File: src/rtl/occupancy_pkg.sv
// occupancy_pkg: shared direction-FSM states, BCD digit types and BCD arithmetic for occupancy_counter
package occupancy_pkg;

   typedef enum logic [2:0] {IDLE, IN_1, IN_2, IN_3, OUT_1, OUT_2, OUT_3, ABORT} state_t;

   typedef logic [3:0] bcd_t;

   typedef struct packed {
      bcd_t tens;
      bcd_t ones;
   } bcd2_t;

   function automatic bcd2_t bcd_inc(input bcd2_t v);
      bcd2_t r;
      r.tens = (v.ones == 4'd9) ? v.tens + 4'd1 : v.tens;
      r.ones = (v.ones == 4'd9) ? 4'd0 : v.ones + 4'd1;
      return r;
   endfunction

   function automatic bcd2_t bcd_dec(input bcd2_t v);
      bcd2_t r;
      r.tens = (v.ones == 4'd0) ? v.tens - 4'd1 : v.tens;
      r.ones = (v.ones == 4'd0) ? 4'd9 : v.ones - 4'd1;
      return r;
   endfunction

endpackage

File: src/rtl/beam_debounce.sv
// beam_debounce: 2-flop synchronizer plus run-length debouncer for one IR beam
//   i_clk   : clock
//   i_rst   : synchronous active-high reset
//   i_raw   : asynchronous beam input, 1 = broken
//   o_level : accepted beam level
module beam_debounce #(
   parameter int DEBOUNCE_CYCLES = 4
) (
   input  logic i_clk,
   input  logic i_rst,
   input  logic i_raw,
   output logic o_level
);

   logic [1:0] r_sync;
   logic [7:0] r_cnt;
   logic       r_level;

   // The level flips once DEBOUNCE_CYCLES consecutive synchronized samples disagree with it.
   always_ff @(posedge i_clk) begin
      if (i_rst) begin
         r_sync  <= '0;
         r_cnt   <= '0;
         r_level <= 1'b0;
      end else begin
         r_sync <= {r_sync[0], i_raw};
         if (r_sync[1] == r_level)
            r_cnt <= '0;
         else if (r_cnt == 8'(DEBOUNCE_CYCLES - 1)) begin
            r_level <= r_sync[1];
            r_cnt   <= '0;
         end else
            r_cnt <= r_cnt + 8'd1;
      end
   end

   assign o_level = r_level;

endmodule

File: src/rtl/occupancy_counter.sv
// occupancy_counter: classifies doorway beam crossings as entries/exits and keeps a saturating BCD occupant count
//   i_clk, i_rst          : clock, synchronous active-high reset
//   i_outer_beam          : corridor-side beam, asynchronous, 1 = broken
//   i_inner_beam          : room-side beam, asynchronous, 1 = broken
//   i_clear_count         : forces the count to zero, suppresses same-cycle pulses
//   o_person_tens/ones    : BCD count digits
//   o_full, o_empty       : count == MAX_PERSONS, count == 0
//   o_entered, o_exited   : one-cycle pulses for counted entries/exits
//   o_overflow/underflow  : one-cycle pulses for rejected entries/exits
module occupancy_counter
   import occupancy_pkg::*;
#(
   parameter int DEBOUNCE_CYCLES = 4,
   parameter int TIMEOUT_CYCLES  = 1_000_000,
   parameter int MAX_PERSONS     = 44
) (
   input  logic i_clk,
   input  logic i_rst,
   input  logic i_outer_beam,
   input  logic i_inner_beam,
   input  logic i_clear_count,
   output bcd_t o_person_tens,
   output bcd_t o_person_ones,
   output logic o_full,
   output logic o_empty,
   output logic o_entered,
   output logic o_exited,
   output logic o_overflow,
   output logic o_underflow
);

   localparam bcd2_t MAX_CNT = bcd2_t'({4'(MAX_PERSONS / 10), 4'(MAX_PERSONS % 10)});

   logic        w_o, w_i, w_to, w_ev_in, w_ev_out, w_inc, w_dec;
   logic [1:0]  w_oi;
   state_t      r_state, w_nxt;
   logic [31:0] r_tmr;
   bcd2_t       r_cnt, w_cnt;
   logic        r_full, r_empty, r_entered, r_exited, r_overflow, r_underflow;

   beam_debounce #(.DEBOUNCE_CYCLES(DEBOUNCE_CYCLES)) u_outer (
      .i_clk   (i_clk),
      .i_rst   (i_rst),
      .i_raw   (i_outer_beam),
      .o_level (w_o)
   );

   beam_debounce #(.DEBOUNCE_CYCLES(DEBOUNCE_CYCLES)) u_inner (
      .i_clk   (i_clk),
      .i_rst   (i_rst),
      .i_raw   (i_inner_beam),
      .o_level (w_i)
   );

   assign w_oi = {w_o, w_i};

   // Reversal mid-crossing (IN_3/OUT_3 seeing both beams) steps back one phase instead of aborting.
   always_comb begin
      w_nxt = ABORT;
      case (r_state)
         IDLE:    w_nxt = w_oi == 2'b10 ? IN_1 : w_oi == 2'b01 ? OUT_1 : w_oi == 2'b11 ? ABORT : IDLE;
         IN_1:    w_nxt = w_oi == 2'b00 ? IDLE : w_oi == 2'b10 ? IN_1  : w_oi == 2'b11 ? IN_2  : ABORT;
         IN_2:    w_nxt = w_oi == 2'b00 ? IDLE : w_oi == 2'b11 ? IN_2  : w_oi == 2'b01 ? IN_3  : ABORT;
         IN_3:    w_nxt = w_oi == 2'b00 ? IDLE : w_oi == 2'b01 ? IN_3  : w_oi == 2'b11 ? IN_2  : ABORT;
         OUT_1:   w_nxt = w_oi == 2'b00 ? IDLE : w_oi == 2'b01 ? OUT_1 : w_oi == 2'b11 ? OUT_2 : ABORT;
         OUT_2:   w_nxt = w_oi == 2'b00 ? IDLE : w_oi == 2'b11 ? OUT_2 : w_oi == 2'b10 ? OUT_3 : ABORT;
         OUT_3:   w_nxt = w_oi == 2'b00 ? IDLE : w_oi == 2'b10 ? OUT_3 : w_oi == 2'b11 ? OUT_2 : ABORT;
         ABORT:   w_nxt = w_oi == 2'b00 ? IDLE : ABORT;
         default: w_nxt = ABORT;
      endcase
   end

   // A genuine transition wins over a timeout landing on the same edge.
   assign w_to     = (r_state != IDLE) && (w_nxt == r_state) && (r_tmr == 32'(TIMEOUT_CYCLES - 1));
   assign w_ev_in  = (r_state == IN_3)  && (w_oi == 2'b00);
   assign w_ev_out = (r_state == OUT_3) && (w_oi == 2'b00);
   assign w_inc    = w_ev_in  && !r_full;
   assign w_dec    = w_ev_out && !r_empty;
   assign w_cnt    = i_clear_count ? bcd2_t'(8'd0) : w_inc ? bcd_inc(r_cnt) : w_dec ? bcd_dec(r_cnt) : r_cnt;

   always_ff @(posedge i_clk) begin
      if (i_rst) begin
         r_state <= IDLE;
         r_tmr   <= '0;
      end else begin
         r_state <= w_to ? ABORT : w_nxt;
         r_tmr   <= (w_to || w_nxt != r_state || r_state == IDLE) ? '0 : r_tmr + 32'd1;
      end
   end

   // Full/Empty decode the next count so they change on the same edge as the digits.
   always_ff @(posedge i_clk) begin
      if (i_rst) begin
         r_cnt       <= '0;
         r_full      <= 1'b0;
         r_empty     <= 1'b1;
         r_entered   <= 1'b0;
         r_exited    <= 1'b0;
         r_overflow  <= 1'b0;
         r_underflow <= 1'b0;
      end else begin
         r_cnt       <= w_cnt;
         r_full      <= w_cnt == MAX_CNT;
         r_empty     <= w_cnt == bcd2_t'(8'd0);
         r_entered   <= w_inc && !i_clear_count;
         r_exited    <= w_dec && !i_clear_count;
         r_overflow  <= w_ev_in  && r_full  && !i_clear_count;
         r_underflow <= w_ev_out && r_empty && !i_clear_count;
      end
   end

   assign o_person_tens = r_cnt.tens;
   assign o_person_ones = r_cnt.ones;
   assign o_full        = r_full;
   assign o_empty       = r_empty;
   assign o_entered     = r_entered;
   assign o_exited      = r_exited;
   assign o_overflow    = r_overflow;
   assign o_underflow   = r_underflow;

endmodule

File: config.mk
export PLATFORM = sky130hd
export DESIGN_NAME = occupancy_counter
export DESIGN_NICKNAME = d
export VERILOG_FILES = /design/src/rtl/occupancy_pkg.sv /design/src/rtl/beam_debounce.sv /design/src/rtl/occupancy_counter.sv
export SDC_FILE = /design/constraint.sdc
export NUM_CORES = 1
export LEC_CHECK = 0
export CAP_MARGIN = 20
export CORE_UTILIZATION = 33
export DETAILED_ROUTE_END_ITERATION = 16
export SETUP_SLACK_MARGIN = 0.5
export SLEW_MARGIN = 40
export SYNTH_ARGS = -nofsm -noshare
export SYNTH_HDL_FRONTEND = slang
export SYNTH_SLANG_ARGS = --single-unit
File: constraint.sdc
create_clock -name i_clk -period 2.9 [get_ports i_clk]
set_input_delay 0.58 -clock i_clk [delete_from_list [all_inputs] [get_ports i_clk]]
set_output_delay 0.58 -clock i_clk [all_outputs]
set_load 0.03 [all_outputs]
Word-level counts from Yosys, hierarchy flattened
Cells that the tools add are included.
- add/subtract/negate cells: 7
- equal/unequal tests: 19
- multiplexer cells: 29
- bitwise logic cells: 2
- reduce and logical (&&, ||, !) cells: 27
- operators with widths (cell ; number):
    3-bit 2-to-1 mux ; 17
    32-bit by 1-bit adder with 32-bit output (second input constant) ; 1
    32-bit by 20-bit equality test with 1-bit output (second input constant) ; 1
    8-bit 2-to-1 mux ; 3
    3-bit one-hot mux with 8 select lines ; 1
    8-bit by 1-bit adder with 8-bit output (second input constant) ; 2
    8-bit by 2-bit equality test with 1-bit output (second input constant) ; 2
    4-bit 2-to-1 mux ; 4
    3-bit equality test (second input constant) ; 4
    1-bit logical AND ; 12
    4-bit by 1-bit adder with 4-bit output (second input constant) ; 2
    8-bit by 7-bit equality test with 1-bit output (second input constant) ; 1
    8-bit logical NOT ; 1
    4-bit by 1-bit subtractor with 4-bit output (second input constant) ; 2
    3-bit by 2-bit equality test with 1-bit output (second input constant) ; 2
    2-bit 2-to-1 mux ; 3
    3-bit OR reduction ; 2
    2-bit equality test (second input constant) ; 2
    4-bit equality test (second input constant) ; 1
    4-bit logical NOT ; 1
    2-bit AND reduction ; 2
    3-bit by 1-bit equality test with 1-bit output (second input constant) ; 1
    3-bit equality test ; 1
    1-bit logical NOT ; 3
    other kinds (10) ; 13
- bits in registers: 71
- bits of input ports: 5
- output and inout port bits: 14
- logic and storage cells: 100

Depth between registers and ports, before layout
Gate-level depths: netlist of run 1.
- word-level depth: 11
- gate-level depth with buffers: 9
- depth with buffers taken out: 8

Modules after synthesis
From an unflattened synthesis of run 1, not the netlist that was laid out.
- cell total of the unflattened synthesis: 437
- area, all modules: 3717.3 µm²
- modules (own cells, without submodules) (module ; times used ; cells an instance ; area an instance (µm²) ; seq. area each (µm²)):
    occupancy_counter ; 1 ; 339 ; 2836.5 ; 980.9
    beam_debounce ; 2 ; 49 ; 440.4 ; 220.2

Worst setup path before layout of run 1
Ideal clock, no wire load.
- kind: reg-to-reg
- start: register r_cnt, in the netlist o_person_ones[0]
- end: register r_full, in the netlist o_full
- library setup time: 0.088 ns
- data arrival time: 2.090 ns
- data required time: 2.812 ns
- setup slack: 0.722 ns
- stages on the path, launching flop included: 9
- path buffers: 0
- clock period less this slack: 2.178 ns
- cells stage by stage: dfxtp_1 > inv_1 > ha_1 > nand2b_1 > nor3_2 > or4_1 > o211ai_1 > o2111ai_1 > nor4_2
- cells in the longest elaborated chain, start to end: 6
- elaborated cells on any way between the ends: 12
- those cells by class: add/sub (2); eq/ne (2); mux (7); reduce/logical (1)
- RTL lines (item ; RTL line ; text):
    from (decl) ; occupancy_counter.sv:38 ; bcd2_t r_cnt, w_cnt;
    from (signal assigned) ; occupancy_counter.sv:102 ; r_cnt <= w_cnt;
    4-bit by 1-bit subtractor with 4-bit output or 4-bit logical NOT (tied branches) ; occupancy_pkg.sv:23, occupancy_pkg.sv:22 ;
    4-bit 2-to-1 mux (on tied branches) ; occupancy_pkg.sv:23, occupancy_pkg.sv:22 ;
    8-bit 2-to-1 mux ; occupancy_counter.sv:79 ; assign w_cnt = i_clear_count ? bcd2_t'(8'd0) : w_inc ? bcd_inc(r_cnt) : w_dec ? bcd_dec(r_cnt) : r_cnt;
    8-bit 2-to-1 mux (*) (2 in series) ; occupancy_counter.sv:79 ;
    8-bit by 7-bit equality test with 1-bit output (*) ; occupancy_counter.sv:103 ; r_full <= w_cnt == MAX_CNT;
    to (signal assigned) ; occupancy_counter.sv:95 ; r_full <= 1'b0;
    to (signal assigned) ; occupancy_counter.sv:103 ;
    to (decl) ; occupancy_counter.sv:39 ; logic r_full, r_empty, r_entered, r_exited, r_overflow, r_underflow;
Mark *: on every way between the ends. The rest lies on a longest branch, timed or not.
A chain may end at the register's enable or synchronous reset.

Worst setup path in the final report of run 1
- start: register u_outer.r_level, in the netlist u_outer.o_level
- end: register r_empty, in the netlist o_empty
- cells in the longest elaborated chain, start to end: 7
- elaborated cells on any way between the ends: 9
- those cells by class: mux (3); reduce/logical (6)
- RTL lines (item ; RTL line ; text):
    from (decl) ; beam_debounce.sv:17 ; logic r_level;
    from (signal assigned) ; beam_debounce.sv:30 ; r_level <= r_sync[1];
    2-bit logical NOT (*) ; occupancy_counter.sv:75, occupancy_counter.sv:76 ;
    1-bit logical AND ; occupancy_counter.sv:76 ; assign w_ev_out = (r_state == OUT_3) && (w_oi == 2'b00);
    1-bit logical AND ; occupancy_counter.sv:78 ; assign w_dec = w_ev_out && !r_empty;
    8-bit 2-to-1 mux ; occupancy_counter.sv:79 ;
    8-bit 2-to-1 mux (*) (2 in series) ; occupancy_counter.sv:79 ;
    8-bit logical NOT (*) ; occupancy_counter.sv:104 ; r_empty <= w_cnt == bcd2_t'(8'd0);
    to (signal assigned) ; occupancy_counter.sv:104 ;
    to (decl) ; occupancy_counter.sv:39 ;
Marked as above.

==> results of run 1 <==
==> through the flow <==
| step | total power (uW) | setup slack, ns | area (sq um) |
|---|---|---|---|
| final | 2250 | 0.677 | 4250 |
| after global routing | 2360 | 0.497 | 4250 |
| after CTS | 2280 | 0.551 | 4210 |
| after detailed placement | 1270 | 0.491 | 3950 |
| after global placement | 1270 | 0.527 | 3950 |
| after floorplan | 1240 | 0.722 | 3670 |
==> kinds of logic (layout without fill, tap and decap cells) <==
group,Yosys count,after routing
adders and majority gates,16,16
DFF,71,71
muxes,5,5
buffers and inverters,30,51
xor gates and xnor gates,46,46
and+or+nand+nor,211,211
AOI/OAI and AO/OA,45,45
==> routing by layer <==
layer | routed length, um | vias up
met3 | 307 | 11
met5 | 0 | -
met1 | 3440 | 1366
met2 | 3120 | 47
li1 | - | 1497
met4 | 129 | 0
==> flip-flops by register name (all words and copies together) (netlist names) <==
signal and count:
o_empty 1, o_entered 1, o_exited 1, o_full 1, o_overflow 1, o_person_ones 4
o_person_tens 4, o_underflow 1, r_state 3, r_tmr 32, u_inner.o_level 1, u_inner.r_cnt 8
u_inner.r_sync 2, u_outer.o_level 1, u_outer.r_cnt 8, u_outer.r_sync 2
==> final cells by class <==
cell class,instances,area (sq um),share of cell area (%)
well taps,140,175,4.12
flip-flops and latches,71,1430,33.6
repair buffers,20,199,4.68
clock inverters,6,115,2.71
multi-input cells,323,2130,50.3
inverters,15,56.3,1.33
clock buffers,10,138,3.24
==> power by group <==
| group | leakage (uW) | internal, uW | switching [uW] |
|---|---|---|---|
| logic | 0.000786 | 96.2 | 111 |
| registers | 0.000576 | 997 | 58.6 |
| clock network | 0.000124 | 601 | 389 |
==> worst reg2reg max path, delay by kind of cell, from the launching register on <==
family | cells | cell delay, ns
buf+inv | 1 | 0.14
simple gates | 2 | 0.69
fa+ha+maj | 1 | 0.30
xor+xnor | 1 | 0.19
compound gates | 3 | 0.44
flops | 1 | 0.36
==> cell usage after synthesis, types with 5 or more instances <==
| library cell | instances |
|---|---|
| nor2_1 | 76 |
| nand3_1 | 24 |
| nor2b_1 | 6 |
| nor4_1 | 8 |
| dfxtp_1 | 71 |
| o21ai_0 | 5 |
| buf_2 | 7 |
| xor2_1 | 28 |
| a21oi_1 | 10 |
| xnor2_1 | 18 |
| inv_1 | 15 |
| ha_1 | 16 |
| nand2_1 | 29 |
| and3_1 | 11 |
| nand4_1 | 9 |
| nor3_1 | 11 |
==> layout by cell type (no fill, tap or decap), drive strengths merged, types with 2 or more instances in the layout <==
master         instances
and3                  11
nor4b                  4
or3                    2
clkdlybuf4s50         18
and4                   2
nand2b                 5
nor2                  76
nor3                  15
or2                    3
o31ai                  2
clkbuf                10
buf                    2
or4                    3
nor2b                  6
nand2                 29
bufinv                 3
mux2i                  4
nand4b                 3
a21oi                 10
nand4                 10
xor2                  28
nor4                   9
and2                   3
a211oi                 4
inv                   17
o21ai                  5
o211ai                 4
nor3b                  3
dfxtp                 71
xnor2                 18
a211o                  2
nand3                 24
o21bai                 2
ha                    16
o32ai                  4
==> how the worst min path moves through the flow <==
stage,start,end,depth (start not counted)
after floorplan,u_inner.r_sync[0],u_inner.r_sync[1],1
after global placement,u_outer.r_sync[0],u_outer.r_sync[1],1
after detailed placement,u_outer.r_sync[0],u_outer.r_sync[1],1
after CTS,u_outer.r_sync[0],u_outer.r_sync[1],1
after global routing,u_inner.r_sync[0],u_inner.r_sync[1],1
final,u_outer.r_sync[0],u_outer.r_sync[1],1
==> flow_metrics.py, run 1 <==
metrics = {
    "outcome": {
        "outcome": "finished, final reports clean",
    },
    "clocking": {
        "cts_buffers": 9,
        "cts_resized": 1,
        "path_clk_slew_ns": 0.08,
        "cts_setup_buffers": 0,
        "postCtsHoldBufs": 0,
        "cts.sinks": 71,
        "htreeDepth": 3,
        "cts_buffer_depth": 2,
        "insertion_delay_ns": 0.35,
        "cts_root_buffer": "clkbuf_8",
        "cts_tree": "yes",
    },
    "logic_synthesis": {
        "synth_area_leaders": "dfxtp_1 (39%), nor2_1 (7.8%), xor2_1 (6.7%)",
        "synthArstFlopShare_pct": 0,
        "synth-compound-area-share_pct": 9.07,
        "synth-adder-area-share_pct": 5.46,
        "synth-simple-area-share_pct": 30.4,
        "synth_edf_count": 0,
        "syn_avg_cell_area_sq_um": 8.66,
        "synth_xor_area_share_pct": 11.0,
        "netlist_area_sq_um": 3670,
        "synth_top_area_share_pct": 38.7,
        "synth-seq-cells": 71,
        "synth.net_count": 445,
        "yosys_most_used_dff": "dfxtp_1",
        "seq_area_frac_synth_pct": 38.7,
        "synth.distinct_cells": 59,
        "synth.largest_area_cell": "dfxtp_1",
        "synthCells": 424,
        "yosysWarnings": 0,
        "synth_top_family_by_area": "simple AND/OR/NAND/NOR gates",
        "synthMuxAreaShare_pct": 1.40,
    },
    "drt": {
        "first_pass_iters": 4,
        "dr_total_vias": 2921,
        "vias_per_cell": 4.99,
        "remaining_drc_errors": 0,
        "wire_per_inst_um": 12.0,
        "first_iter_violations": 158,
        "postRouteAntennaNets": 0,
        "drt-total-wl_mm": 7.00,
    },
    "sta": {
        "max_freq_mhz": 450,
        "period_share_pct": 76.7,
        "drv_slew": 0,
        "min_period_ns": 2.22,
        "finClkSkew_ns": 0.00869,
        "rsz0062_at_grt": "true",
        "hold_viol_final": 0,
        "setup_viol": 0,
        "hold-worst-slack_ns": 0.450,
        "tns_ns": 0,
        "relSlewSlack_pct": 70.0,
        "max_slew.worst_pin.slew_ns": 0.448,
    },
    "finish": {
        "final_layout_size_suffix_gt1_share_pct": 10.3,
        "nets": 461,
        "syn2layout_area_growth_pct": 15.7,
        "instances_no_fill": 585,
        "num_antenna_cells": 0,
        "finalCoreUtilization_pct": 39.2,
        "nFillCells": 1078,
    },
    "critical_path": {
        "crit_slowest_cell": "or3_1",
        "worstSetupEndpointType": "flip-flop",
        "reg2reg_to": "o_empty",
        "crit_path_start": "u_outer.o_level",
        "r2r-start": "u_outer.o_level",
        "path_max_fanout": 11,
        "cp.required_ns": 3.14,
        "max_stage_delay_ns": 0.46,
        "cp_top_family": "simple AND/OR/NAND/NOR gates",
        "endpoint": "o_empty",
        "crit_buf_inv": 1,
        "rr_worst_depth": 8,
        "crit_chain": "inv_1, ha_2, nand4b_4, or3_1, o2bb2ai_1, xor2_2, o21ai_0, o21bai_1",
        "r2r_slack_ns": 0.68,
        "critical_path_arrival_ns": 2.46,
        "start_kind": "flip-flop",
        "cp.depth": 8,
        "path_class": "flip-flop to flip-flop",
    },
    "power_and_ir_drop": {
        "p_per_area_nw_per_um2": 530,
        "power_leakage_uw": 0.00149,
        "peakVddDrop_mv": 0.368,
    },
    "global_routing": {
        "grt_overflow": 0,
        "use_met3_pct": 4.36,
        "grt_most_used_layer": "met2",
        "gr-usage-met1_pct": 16.3,
        "grt_max_degree": 31,
        "met2_usage_pct": 21.2,
        "grt_pass1_wl_mm": 12.3,
        "first_global_vias": 2806,
        "antenna_found_initial": 0,
        "grtUsageTotal_pct": 13.3,
    },
    "placed_design": {
        "dp_hpwl_mm": 4.74,
        "place.gp.congestion": 0.842,
        "post-place-cells": 569,
        "portBuffers": 18,
    },
    "die": {
        "rows": 38,
        "coreArea_sq_um": 10800,
        "dieArea_sq_um": 11500,
        "num_io_pins": 19,
        "die_w_um": 107,
        "initial_core_util_pct": 33.9,
        "dieHeight_um": 107,
    },
    "job": {
        "drv_cap": 0,
    },
    "min_path": {
        "hold_class": "flip-flop to flip-flop",
    },
}
Note: power is estimated with default switching activity, not from simulation.
==> run 2, diff against run 1 <==
==> constraint.sdc (replaced) <==
create_clock -name i_clk -period 2.1 [get_ports i_clk]
set_input_delay 0.42 -clock i_clk [delete_from_list [all_inputs] [get_ports i_clk]]
set_output_delay 0.42 -clock i_clk [all_outputs]
set_load 0.03 [all_outputs]
==> run 2 against run 1 <==
Final cell count up 5.1%. Sequential share of layout area down 2.8 points. Power up 25%. Via count up 4.8%. Clock skew up 0.0052 ns. Wire length up 12%. Worst setup slack worse by 0.61 ns. Critical endpoint is now o_full. Fmax up 9.4%. Critical path depth unchanged. Count of clock-buffer cells in the layout up 1. Hold slack worse by 0.013 ns.
==> flow_metrics.py, run 2 (same netlist as run 1, synthesis figures left out) <==
metrics = {
    "sta": {
        "hold-worst-slack_ns": 0.438,
        "min_period_ns": 2.03,
        "relSlewSlack_pct": 74.4,
        "setup_ws_ns": 0.0683,
        "period_share_pct": 96.7,
        "rsz0062_at_grt": "true",
        "hold_viol_final": 0,
        "max_slew.worst_pin.slew_ns": 0.381,
        "finClkSkew_ns": 0.0139,
        "max_freq_mhz": 492,
        "drv_slew": 0,
        "setup_viol": 0,
    },
    "placed_design": {
        "dp_hpwl_mm": 5.02,
        "post-place-cells": 581,
        "place.gp.congestion": 0.822,
        "portBuffers": 18,
        "preCtsSetupSlack_ns": 0.0310,
    },
    "global_routing": {
        "grt_overflow": 0,
        "antenna_found_initial": 0,
        "grtUsageTotal_pct": 14.0,
        "first_global_vias": 2897,
        "grt_pass1_wl_mm": 13.0,
        "grt_max_degree": 31,
    },
    "drt": {
        "first_iter_violations": 123,
        "first_pass_iters": 4,
        "postRouteAntennaNets": 0,
        "remaining_drc_errors": 0,
        "wire_per_inst_um": 12.7,
        "dr_total_vias": 3060,
        "vias_per_cell": 4.98,
        "drt-total-wl_mm": 7.83,
    },
    "clocking": {
        "cts_buffers": 9,
        "path_clk_slew_ns": 0.09,
        "cts_buffer_depth": 2,
        "htreeDepth": 3,
        "insertion_delay_ns": 0.35,
        "postCtsHoldBufs": 0,
        "cts_tree": "yes",
        "cts_root_buffer": "clkbuf_8",
        "cts.sinks": 71,
    },
    "die": {
        "num_io_pins": 19,
        "rows": 38,
        "dieHeight_um": 107,
        "die_w_um": 107,
        "dieArea_sq_um": 11500,
        "initial_core_util_pct": 33.9,
        "coreArea_sq_um": 10800,
    },
    "critical_path": {
        "r2r-start": "u_outer.o_level",
        "worstSetupEndpointType": "flip-flop",
        "reg2reg_to": "o_full",
        "rr_worst_depth": 8,
        "r2r_slack_ns": 0.07,
        "cp.required_ns": 2.36,
        "path_max_fanout": 5,
        "critical_path_arrival_ns": 2.29,
        "start_kind": "flip-flop",
        "path_class": "flip-flop to flip-flop",
    },
    "finish": {
        "largest_register_ffs": 32,
        "largest_register": "r_tmr",
        "final_common_cell": "nor2_1",
        "final_layout_size_suffix_gt1_share_pct": 25.9,
        "instances_no_fill": 615,
        "layout_common_cells": "nor2_1 (71), dfxtp_1 (59), nand2_1 (29), xor2_1 (27), buf_4 (26)",
        "nets": 491,
        "nFillCells": 1054,
        "num_antenna_cells": 0,
        "reg_top3": "r_tmr: 32 flops, u_inner.r_cnt: 8 flops, u_outer.r_cnt: 8 flops",
        "syn2layout_area_growth_pct": 27.6,
    },
    "power_and_ir_drop": {
        "power_leakage_uw": 0.00172,
        "p_per_area_nw_per_um2": 602,
        "peakVddDrop_mv": 0.321,
        "finalPower_uw": 2820,
    },
    "outcome": {
        "outcome": "finished, final reports clean",
    },
    "min_path": {
        "min_to": "u_outer.r_sync[1]",
        "hold_class": "flip-flop to flip-flop",
        "min_from": "u_outer.r_sync[0]",
        "min_path_cells": 1,
    },
    "job": {
        "drv_cap": 0,
    },
}
-- run 2: area by class of cell --
type | instances | area, sq um | area share (%)
Multi-Input combinational cell | 323 | 2400 | 51.2
Sequential cell | 71 | 1450 | 30.9
Timing Repair Buffer | 50 | 433 | 9.24
Tap cell | 140 | 175 | 3.74
Clock buffer | 11 | 131 | 2.81
Inverter | 15 | 63.8 | 1.36
Clock inverter | 5 | 35.0 | 0.748
-- run 2: worst max-delay path: stages, from the launching register on --
cell	delay (ns)
dfxtp_4	0.37
inv_6	0.08
ha_4	0.18
nand4b_4	0.17
or3_4	0.45
o2bb2ai_4	0.14
xor2_2	0.16
buf_4	0.15
nor4_4	0.24
-- run 2: layer usage --
metal / vias to the layer above / share of wire, % / track usage, %
met3: 11 / 3.9 / 3.63
met1: 1433 / 46 / 17.3
met2: 56 / 49 / 23.2
met5: - / 0 / 0
li1: 1560 / - / -
met4: 0 / 1.6 / 5.77
-- run 2: per-stage QoR --
stage | area (sq um) | util [%] | TNS [ns]
2_1_floorplan | 3790 | - | 0
3_3_place_gp | 4150 | 38.3 | 0
3_5_place_dp | 4150 | 38.3 | 0
4_1_cts | 4560 | 42.1 | 0
5_1_grt | 4680 | 43.2 | -0.0156
6_report | 4680 | 43.2 | 0
-- run 2: power by group --
part | switching (uW) | total (uW) | internal (uW) | leakage [uW]
Combinational | 243 | 451 | 208 | 0.00106
Sequential | 49.7 | 1420 | 1370 | 0.000579
Clock | 517 | 947 | 429 | 0.0000833
-- run 2: worst max path at each step --
stage	start	to	slack, ns	cells past startpoint
final	u_outer.o_level	o_full	0.07	8
after global routing	u_outer.o_level	o_empty	-0.02	9
after CTS	o_person_ones[0]	o_full	0.13	8
after detailed placement	u_inner.o_level	o_full	0.03	8
after global placement	r_state[2]	o_full	0.13	6
after floorplan	u_inner.o_level	o_empty	0.23	9
-- run 2: timing repair --
action                                  in CTS  in global routing
cloned                                       0                  0
setup buffers                               14                  4
resized for setup                           51                 30
endpoints found under the setup margin      58                 51
pin swaps                                   13                 15
